File: src/rtl/debug_register_bank_pkg.sv
// Shared types and constants for the debug register bank and its dump sequencer.
package debug_register_bank_pkg;

  typedef enum logic [1:0] {
    IDLE = 2'd0,
    LOAD = 2'd1,
    SEND = 2'd2,
    DONE = 2'd3
  } dump_state_t;

  localparam dump_state_t DUMP_STATE_RST = IDLE;
  localparam int          IDX_RST        = 0;

  function automatic int depth_of(input int addr_width);
    return 1 << addr_width;
  endfunction

endpackage

File: src/rtl/debug_register_bank_if.sv
// Write, read and dump-stream signals of the debug register bank.
interface debug_register_bank_if #(
  parameter int DATA_WIDTH = 32,
  parameter int ADDR_WIDTH = 5,
  parameter int NUM_RD     = 2
);
  logic                         wr_en;
  logic [ADDR_WIDTH-1:0]        wr_addr;
  logic [DATA_WIDTH-1:0]        wr_data;
  logic [NUM_RD*ADDR_WIDTH-1:0] rd_addr;
  logic [NUM_RD*DATA_WIDTH-1:0] rd_data;
  logic                         dump_start;
  logic                         dump_busy;
  logic                         dump_valid;
  logic                         dump_ready;
  logic [ADDR_WIDTH-1:0]        dump_addr;
  logic [DATA_WIDTH-1:0]        dump_data;
  logic                         dump_done;

  modport master (
    output wr_en, wr_addr, wr_data, rd_addr, dump_start, dump_ready,
    input  rd_data, dump_busy, dump_valid, dump_addr, dump_data, dump_done
  );

  modport slave (
    input  wr_en, wr_addr, wr_data, rd_addr, dump_start, dump_ready,
    output rd_data, dump_busy, dump_valid, dump_addr, dump_data, dump_done
  );
endinterface

File: src/rtl/debug_register_bank_dump_seq.sv
// Dump sequencer: walks idx over every entry and handshakes each beat out.
// state | meaning
// IDLE  | waiting for dump_start
// LOAD  | array snapshot of entry idx is captured this cycle
// SEND  | beat presented, held until dump_ready
// DONE  | one-cycle completion pulse
module regbank_dump_seq
  import debug_register_bank_pkg::*;
#(
  parameter int ADDR_WIDTH = 5
) (
  input  logic                  clock_debug,
  input  logic                  reset,
  input  logic                  dump_start,
  input  logic                  dump_ready,
  output logic                  dump_busy,
  output logic                  dump_valid,
  output logic                  dump_done,
  output logic [ADDR_WIDTH-1:0] rd_idx,
  output logic                  capture
);

  localparam logic [ADDR_WIDTH-1:0] LAST_IDX = ADDR_WIDTH'(depth_of(ADDR_WIDTH) - 1);

  dump_state_t           state, state_nxt;
  logic [ADDR_WIDTH-1:0] idx, idx_nxt;

  always_ff @(posedge clock_debug or posedge reset) begin
    if (reset) begin
      state <= DUMP_STATE_RST;
      idx   <= ADDR_WIDTH'(IDX_RST);
    end else begin
      state <= state_nxt;
      idx   <= idx_nxt;
    end
  end

  always_comb begin
    state_nxt = state;
    idx_nxt   = idx;
    case (state)
      IDLE: if (dump_start) begin
        idx_nxt   = '0;
        state_nxt = LOAD;
      end
      LOAD: state_nxt = SEND;
      // Termination compares before incrementing so idx never wraps.
      SEND: if (dump_ready) begin
        if (idx == LAST_IDX) begin
          state_nxt = DONE;
        end else begin
          idx_nxt   = idx + 1'b1;
          state_nxt = LOAD;
        end
      end
      DONE: state_nxt = IDLE;
      default: state_nxt = IDLE;
    endcase
  end

  assign dump_busy  = (state != IDLE);
  assign dump_valid = (state == SEND);
  assign dump_done  = (state == DONE);
  assign capture    = (state == LOAD);
  assign rd_idx     = idx;

endmodule

File: src/rtl/debug_register_bank.sv
// Debug-domain register bank: NUM_RD registered read ports with write-first
// bypass, optional hard-wired zero entry, and a streaming dump engine.
module debug_register_bank
  import debug_register_bank_pkg::*;
#(
  parameter int DATA_WIDTH = 32,
  parameter int ADDR_WIDTH = 5,
  parameter int NUM_RD     = 2,
  parameter int ZERO_REG   = 1
) (
  input logic clock_debug,
  input logic reset,
  debug_register_bank_if.slave bus
);

  localparam int DEPTH = depth_of(ADDR_WIDTH);

  logic [DEPTH-1:0][DATA_WIDTH-1:0] mem;
  logic                             wr_en;
  logic [ADDR_WIDTH-1:0]            wr_addr;
  logic [DATA_WIDTH-1:0]            wr_data;
  logic [ADDR_WIDTH-1:0]            seq_idx;
  logic                             capture;
  logic [ADDR_WIDTH-1:0]            dump_addr_q;
  logic [DATA_WIDTH-1:0]            dump_data_q;

  assign wr_en   = bus.wr_en;
  assign wr_addr = bus.wr_addr;
  assign wr_data = bus.wr_data;

  // Value a read of entry a returns this cycle, including a same-cycle write.
  function automatic logic [DATA_WIDTH-1:0] effective(input logic [ADDR_WIDTH-1:0] a);
    if (ZERO_REG != 0 && a == '0) return '0;
    if (wr_en && wr_addr == a)    return wr_data;
    return mem[a];
  endfunction

  always_ff @(posedge clock_debug or posedge reset) begin
    if (reset) begin
      mem <= '0;
    end else if (wr_en && !(ZERO_REG != 0 && wr_addr == '0)) begin
      mem[wr_addr] <= wr_data;
    end
  end

  for (genvar k = 0; k < NUM_RD; k++) begin : g_rd
    logic [DATA_WIDTH-1:0] rd_q;

    always_ff @(posedge clock_debug or posedge reset) begin
      if (reset) rd_q <= '0;
      else       rd_q <= effective(bus.rd_addr[k*ADDR_WIDTH +: ADDR_WIDTH]);
    end

    assign bus.rd_data[k*DATA_WIDTH +: DATA_WIDTH] = rd_q;
  end

  regbank_dump_seq #(.ADDR_WIDTH(ADDR_WIDTH)) u_dump_seq (
    .clock_debug (clock_debug),
    .reset       (reset),
    .dump_start  (bus.dump_start),
    .dump_ready  (bus.dump_ready),
    .dump_busy   (bus.dump_busy),
    .dump_valid  (bus.dump_valid),
    .dump_done   (bus.dump_done),
    .rd_idx      (seq_idx),
    .capture     (capture)
  );

  always_ff @(posedge clock_debug or posedge reset) begin
    if (reset) begin
      dump_addr_q <= '0;
      dump_data_q <= '0;
    end else if (capture) begin
      dump_addr_q <= seq_idx;
      dump_data_q <= effective(seq_idx);
    end
  end

  assign bus.dump_addr = dump_addr_q;
  assign bus.dump_data = dump_data_q;

endmodule
File: src/flat_wrapper.sv
// flat-port wrapper written by rule: the top's interface ports become plain ports
module debug_register_bank_flat import debug_register_bank_pkg::*;
#(
  parameter int DATA_WIDTH = 32,
  parameter int ADDR_WIDTH = 5,
  parameter int NUM_RD     = 2,
  parameter int ZERO_REG   = 1
)
  (clock_debug, reset, bus_wr_en, bus_wr_addr, bus_wr_data, bus_rd_addr, bus_dump_start, bus_dump_ready, bus_rd_data, bus_dump_busy, bus_dump_valid, bus_dump_addr, bus_dump_data, bus_dump_done);
  debug_register_bank_if #(.DATA_WIDTH(DATA_WIDTH), .ADDR_WIDTH(ADDR_WIDTH), .NUM_RD(NUM_RD)) bus_i ();
  input logic clock_debug;
  input logic reset;
  input wire logic [$bits(bus_i.wr_en)-1:0] bus_wr_en;
  input wire logic [$bits(bus_i.wr_addr)-1:0] bus_wr_addr;
  input wire logic [$bits(bus_i.wr_data)-1:0] bus_wr_data;
  input wire logic [$bits(bus_i.rd_addr)-1:0] bus_rd_addr;
  input wire logic [$bits(bus_i.dump_start)-1:0] bus_dump_start;
  input wire logic [$bits(bus_i.dump_ready)-1:0] bus_dump_ready;
  output wire logic [$bits(bus_i.rd_data)-1:0] bus_rd_data;
  output wire logic [$bits(bus_i.dump_busy)-1:0] bus_dump_busy;
  output wire logic [$bits(bus_i.dump_valid)-1:0] bus_dump_valid;
  output wire logic [$bits(bus_i.dump_addr)-1:0] bus_dump_addr;
  output wire logic [$bits(bus_i.dump_data)-1:0] bus_dump_data;
  output wire logic [$bits(bus_i.dump_done)-1:0] bus_dump_done;
  assign bus_i.wr_en = bus_wr_en;
  assign bus_i.wr_addr = bus_wr_addr;
  assign bus_i.wr_data = bus_wr_data;
  assign bus_i.rd_addr = bus_rd_addr;
  assign bus_i.dump_start = bus_dump_start;
  assign bus_i.dump_ready = bus_dump_ready;
  assign bus_rd_data = bus_i.rd_data;
  assign bus_dump_busy = bus_i.dump_busy;
  assign bus_dump_valid = bus_i.dump_valid;
  assign bus_dump_addr = bus_i.dump_addr;
  assign bus_dump_data = bus_i.dump_data;
  assign bus_dump_done = bus_i.dump_done;
  debug_register_bank #(.DATA_WIDTH(DATA_WIDTH), .ADDR_WIDTH(ADDR_WIDTH), .NUM_RD(NUM_RD), .ZERO_REG(ZERO_REG)) u_core (.clock_debug(clock_debug), .reset(reset), .bus(bus_i));
endmodule
File: config.mk
export PLATFORM = sky130hd
export DESIGN_NAME = debug_register_bank_flat
export DESIGN_NICKNAME = d
export VERILOG_FILES = /design/src/rtl/debug_register_bank_pkg.sv /design/src/rtl/debug_register_bank_if.sv /design/src/rtl/debug_register_bank_dump_seq.sv /design/src/rtl/debug_register_bank.sv /design/src/flat_wrapper.sv
export SDC_FILE = /design/constraint.sdc
export NUM_CORES = 2
export LEC_CHECK = 0
export BUFFER_PORTS_ARGS = -buffer_cell sky130_fd_sc_hd__buf_2
export CAP_MARGIN = 0
export CORE_MARGIN = 10
export CORE_UTILIZATION = 33
export DETAILED_ROUTE_END_ITERATION = 10
export PLACE_DENSITY = 0.49
export SLEW_MARGIN = 20
export SYNTH_ARGS = -nofsm -noshare
export SYNTH_HDL_FRONTEND = slang
export SYNTH_SLANG_ARGS = --single-unit
File: constraint.sdc
create_clock -name clock_debug -period 63.3 [get_ports clock_debug]
set_clock_uncertainty 0.05 [all_clocks]
set_input_delay 9.495 -clock clock_debug [delete_from_list [all_inputs] [get_ports clock_debug]]
set_output_delay 9.495 -clock clock_debug [all_outputs]
set_load 0.05 [all_outputs]
# == Word-level counts from Yosys, hierarchy flattened ==
# Index checks and enable logic that the tools add are counted.
# totals
register_bits,1132
out_inout_bits,104
inputBits,52
elab_cells,109
# op_classes
mux,40
magnitude_cmp,5
n_addsub,1
eq_ne,10
n_reduce_logical,15
# ops
operator,n
1024-bit bitwise mux,1
32-bit two-way mux,16
32-bit binary-select mux with 5-bit select,3
32-bit demux with 5-bit select,1
5-bit by 6-bit less-than comparator with 1-bit output (second input constant),4
5-bit logical NOT,4
5-bit equality test,3
5-bit two-way mux,3
1-bit two-way mux,11
5-bit case mux with 2 select lines,1
2-bit case mux with 4 select lines,1
2-bit two-way mux,3
2-bit != test (second input constant),3
5-bit by 1-bit adder with 5-bit output (second input constant),1
5-bit equality test (second input constant),1
5-bit by 1-bit greater-or-equal comparator with 1-bit output (second input constant),1
1-bit logical AND,5
2-bit equality test (second input constant),2
4-bit AND reduction,1
2-bit nonzero test,2
2-bit by 1-bit equality test with 1-bit output (second input constant),1
2-bit logical NOT,1
2-bit AND reduction,1
1-bit logical NOT,1

# == Logic depth before layout (Yosys ltp) ==
# depth
word_depth,7
mapped_depth,12
ltp_nobuf,7

# == Hierarchy ==
# A second synthesis with hierarchy kept.
# unflattened
cells_unflattened,4443
area_unflattened_um2,66182.2
# modules_own_cells
mod,seq_area_each_um2,n_inst,area_each_um2,cells_per_inst
debug_register_bank,28152.0,1,65773.1,4406
regbank_dump_seq,175.2,1,409.1,37

# == Least setup slack after synthesis ==
# Ideal clock, no wire load.
# synth_timing
path_type,in2reg
startpoint,input port bus_rd_addr[6]
endpoint,register u_core.g_rd[1].rd_q[12]
arrival_ns,11.182
setup_time_ns,0.124
stages,8
required_ns,63.126
slack_ns,51.944
n_path_buf,4
cell_sequence,buf_4 buf_2 buf_2 buf_2 mux4_2 a22oi_1 a21oi_1 a211o_1
# synth_via
elab_chain_len,6
word_cells_on_any_way,11
classes_between,eq/ne (1); mux (8); reduce/logical (2)
# synth_rtl
element,line,text
start: declaration,flat_wrapper.sv:16,input wire logic [$bits(bus_i.rd_addr)-1:0] bus_rd_addr;
"parallel branches: the longest is 5 deep, another holds 32-bit binary-select mux with 5-bit select",-,
32-bit two-way mux (*),debug_register_bank.sv:34,if (wr_en && wr_addr == a) return wr_data;
end signal: assignment,debug_register_bank.sv:51,else rd_q <= effective(bus.rd_addr[k*ADDR_WIDTH +: ADDR_WIDTH]);
end: declaration,debug_register_bank.sv:47,logic [DATA_WIDTH-1:0] rd_q;
# Every way passes the cells marked *. The select of a mux whose other input is x is not followed.
# A chain may end at the register's enable or synchronous reset.

# == Final worst setup path ==
# layout_timing
startpoint,input port bus_rd_addr[5]
endpoint,register u_core.g_rd[1].rd_q[14]
# The elaborated chain is that of the path after synthesis.

==> impl_metrics.env <==
export IMPL_syn_area_per_cell_um2=13.90
export IMPL_layout_drive_gt1_share_pct=46.10
export IMPL_cts_setup_buffers=0
export IMPL_synth_top_area_share_pct=42.63
export IMPL_finalSetupViolations=0
export IMPL_synth_fa_ha_area_share_pct=0.05649
export IMPL_synth_edf_count=0
export IMPL_synthArstFlopShare_pct=100.0
export IMPL_port_buffers=155
export IMPL_hold_depth=0
export IMPL_drc=0
export IMPL_synth_simple_area_share_pct=2.734
export IMPL_final_cell_count_no_fill=7450
export IMPL_cp_required_ns=63.94
export IMPL_synthXorXnorAreaFrac_pct=0.2109
export IMPL_cts_sinks=1132
export IMPL_drtIter0Drc=5463
export IMPL_max_slew_margin_pct=19.60
export IMPL_worstMarginPinSlew_ns=1.203
export IMPL_yosysUniqueCellTypes=61
export IMPL_power_density_mw_per_mm2=34.08
export IMPL_synthTopCellsByArea="dfrtp_1 (43%), mux4_2 (19%), mux2_2 (18%), mux2i_1 (5.9%), clkbuf_1 (1.6%)"
export IMPL_grt_overflow=0
export IMPL_syn_inst=4779
export IMPL_grt_start_max_net_pins=150
export IMPL_power_mw=2.535
export IMPL_period_minus_slack_ns=12.53
export IMPL_fp_dieW_um=468.7
export IMPL_cts_root_buf="clkbuf_16"
export IMPL_final_cell_area_mm2=0.07438
export IMPL_grt_usage_pct=26.16
export IMPL_tritoncts="done"
export IMPL_routedWlPerCell_um=39.34
export IMPL_max_vdd_ir_drop_mv=0.02920
export IMPL_cp_max_fo=64
export IMPL_final_nets=4731
export IMPL_wirelength_um=293100
export IMPL_synthMuxAreaShare_pct=42.77
export IMPL_synth_top_family_by_area="multiplexers"
export IMPL_fin_tns_setup_ns=0
export IMPL_hold_end="u_core.mem[9]"
export IMPL_grt_busiest_layer="met2"
export IMPL_timing_final_ws_setup_ns=50.77
export IMPL_period_share_pct=19.79
export IMPL_yosys_warnings=0
export IMPL_io_pin_count=156
export IMPL_whs_ns=0.3479
export IMPL_crit_type="in -> reg"
export IMPL_status="finished clean"
export IMPL_worst_setup_path_start_kind="input port"
export IMPL_grtUsageMet1_pct=33.63
export IMPL_power_leakage_nw=30.80
export IMPL_reg2reg_depth=9
export IMPL_place_congestion=0.8420
export IMPL_holdCritStartpoint="u_core.mem[9]"
export IMPL_grt_pass1_vias=48221
export IMPL_hold_viol=0
export IMPL_postCtsHoldBufs=0
export IMPL_num_vias=48369
export IMPL_endpoint_kind="flip-flop"
export IMPL_clkTransAtPathRegs_ns=0.06
export IMPL_r2r_slack_ns=57.89
export IMPL_crit_reg2reg_capture="u_core.bus.dump_data[16]"
export IMPL_final_max_slew_viol_count=0
export IMPL_synth_area_mm2=0.06645
export IMPL_cts_resized_gates=0
export IMPL_rows=164
export IMPL_hpwl_um=171600
export IMPL_fin_util_pct=37.18
export IMPL_hp_class="reg -> reg"
export IMPL_viasPerCell=6.492
export IMPL_fillers=19023
export IMPL_synth_top_cell_by_area="dfrtp_1"
export IMPL_cts_buffers=135
export IMPL_synth_ff_type="dfrtp_1"
export IMPL_grt_pass1_wl_um=406400
export IMPL_pre_cts_slack_ns=49.99
export IMPL_dp_cells=7195
export IMPL_timing_fmax_mhz=79.81
export IMPL_dieArea_mm2=0.2197
export IMPL_r2r_start="u_core.u_dump_seq.rd_idx[0]"
export IMPL_synthesis_nets=4834
export IMPL_antenna_found_initial=24
export IMPL_grt_setup_unrepaired="no"
export IMPL_start_util_pct=33.21
export IMPL_design_core_area_mm2=0.2001
export IMPL_met2_usage_pct=40.40
export IMPL_clockBufferDepth=3
export IMPL_synth_compound_area_share_pct=7.791
export IMPL_drtPass1Iterations=6
export IMPL_htree_levels=4
export IMPL_post_dp_cell_area_mm2=0.06974
export IMPL_clk_latency_ns=0.81
export IMPL_ys_ff_latch=1132
export IMPL_grt_use_met3_pct=6.896
export IMPL_maxCapViolCount=0
export IMPL_crit_arrival_ns=13.17
export IMPL_die_y_um=468.7
export IMPL_drtAntennaViolNets=0
export IMPL_seq_area_frac_synth_pct=42.63
export IMPL_syn_to_final_growth_pct=11.93
synth_stat cells, drive strengths merged (17+ instances only):
cell and n:
a221o 54, nand2 85, o221ai 63, mux2i 389
mux4 569, mux2 1040, o22ai 64, nor2 81
a211oi 75, a211o 17, clkbuf 293, a21oi 98
o21ai 83, a22oi 104, nand4 21, a221oi 73
nor3 47, nor2b 25, o22a 18, a31oi 18
dfrtp 1132, nand3 23, buf 254
worst max-delay path by stage:
stage,start,endpoint,cells past startpoint
after CTS,bus_rd_addr[5],u_core.g_rd[1].rd_q[14],8
after global placement,bus_rd_addr[1],u_core.g_rd[0].rd_q[16],7
after detailed placement,bus_rd_addr[5],u_core.g_rd[1].rd_q[14],8
after floorplan,reset,u_core.bus.dump_addr[0],1
after global routing,bus_rd_addr[5],u_core.g_rd[1].rd_q[14],8
final,bus_rd_addr[5],u_core.g_rd[1].rd_q[14],8
flip-flops by register name (all words and copies together), names as in the netlist:
signal,count
u_core.bus.dump_data,32
u_core.bus.dump_addr,5
u_core.g_rd.rd_q,64
u_core.u_dump_seq.state,2
u_core.mem,1024
u_core.u_dump_seq.rd_idx,5
power by group:
| part | switching, mW | internal (mW) |
|---|---|---|
| combinational | 0.346 | 0.356 |
| clock | 0.336 | 0.487 |
| sequential | 0.150 | 0.859 |
per-layer routing:
layer	share of wire (%)	vias up	wire [um]
met5	0.053	-	155
met4	6.1	26	17950
met3	8.9	749	26120
met2	45	2642	132500
met1	40	26221	116300
li1	-	18731	-
logic make-up (layout without fill, tap and decap cells):
family | Yosys count | in the layout
and+or+nand+nor | 362 | 362
xor gates and xnor gates | 16 | 16
buffers and inverters | 558 | 558
other | 0 | 15
muxes | 1998 | 1998
AOI/OAI and AO/OA | 710 | 710
DFF | 1132 | 1132
adders and majority gates | 3 | 3
final cells by class:
| class | instances | area [um2] | area share [%] |
|---|---|---|---|
| Tap cell | 2656 | 3323 | 4.468 |
| Sequential cell | 1132 | 28340 | 38.11 |
| Clock inverter | 39 | 541.8 | 0.7284 |
| Clock buffer | 201 | 4051 | 5.447 |
| Multi-Input combinational cell | 3089 | 35960 | 48.35 |
| Timing Repair Buffer | 307 | 2071 | 2.784 |
| Antenna cell | 15 | 37.54 | 0.05046 |
| Inverter | 11 | 50.05 | 0.06729 |
placed cells by master, fill, tap and decap left out, types with 9 or more instances in the layout:
| cell | synthesis | layout |
|---|---|---|
| a211o_1 | 17 | 17 |
| a211oi_1 | 75 | 75 |
| a21oi_1 | 98 | 98 |
| a221o_1 | 54 | 54 |
| a221oi_1 | 73 | 73 |
| a22o_1 | 16 | 16 |
| a22oi_1 | 104 | 104 |
| a31oi_1 | 18 | 18 |
| and3_1 | 13 | 13 |
| buf_2 | 140 | 148 |
| buf_4 | 38 | 147 |
| bufinv_16 | 0 | 11 |
| clkbuf_1 | 292 | 28 |
| clkbuf_16 | 0 | 139 |
| clkbuf_8 | 0 | 34 |
| clkinv_2 | 0 | 17 |
| dfrtp_1 | 1132 | 1127 |
| diode_2 | 0 | 15 |
| mux2_2 | 1040 | 1040 |
| mux2i_1 | 389 | 389 |
| mux4_2 | 568 | 568 |
| nand2_1 | 85 | 70 |
| nand2_4 | 0 | 13 |
| nand2b_1 | 11 | 9 |
| nand3_1 | 23 | 23 |
| nand4_1 | 21 | 21 |
| nor2_1 | 80 | 59 |
| nor2_4 | 0 | 21 |
| nor2b_1 | 25 | 19 |
| nor3_1 | 47 | 47 |
| nor3b_1 | 12 | 11 |
| nor4_1 | 12 | 11 |
| o21ai_0 | 81 | 80 |
| o221ai_1 | 63 | 63 |
| o22a_1 | 18 | 18 |
| o22ai_1 | 64 | 64 |
| xnor2_1 | 16 | 16 |
critical path, cell delays in order:
cell,delay (ns)
buf_8,0.57
buf_4,0.72
buf_4,0.87
mux4_2,0.61
nor2b_1,0.14
a211oi_1,0.24
a211oi_1,0.08
a211o_1,0.29
Note: power is estimated with default switching activity, not from simulation.
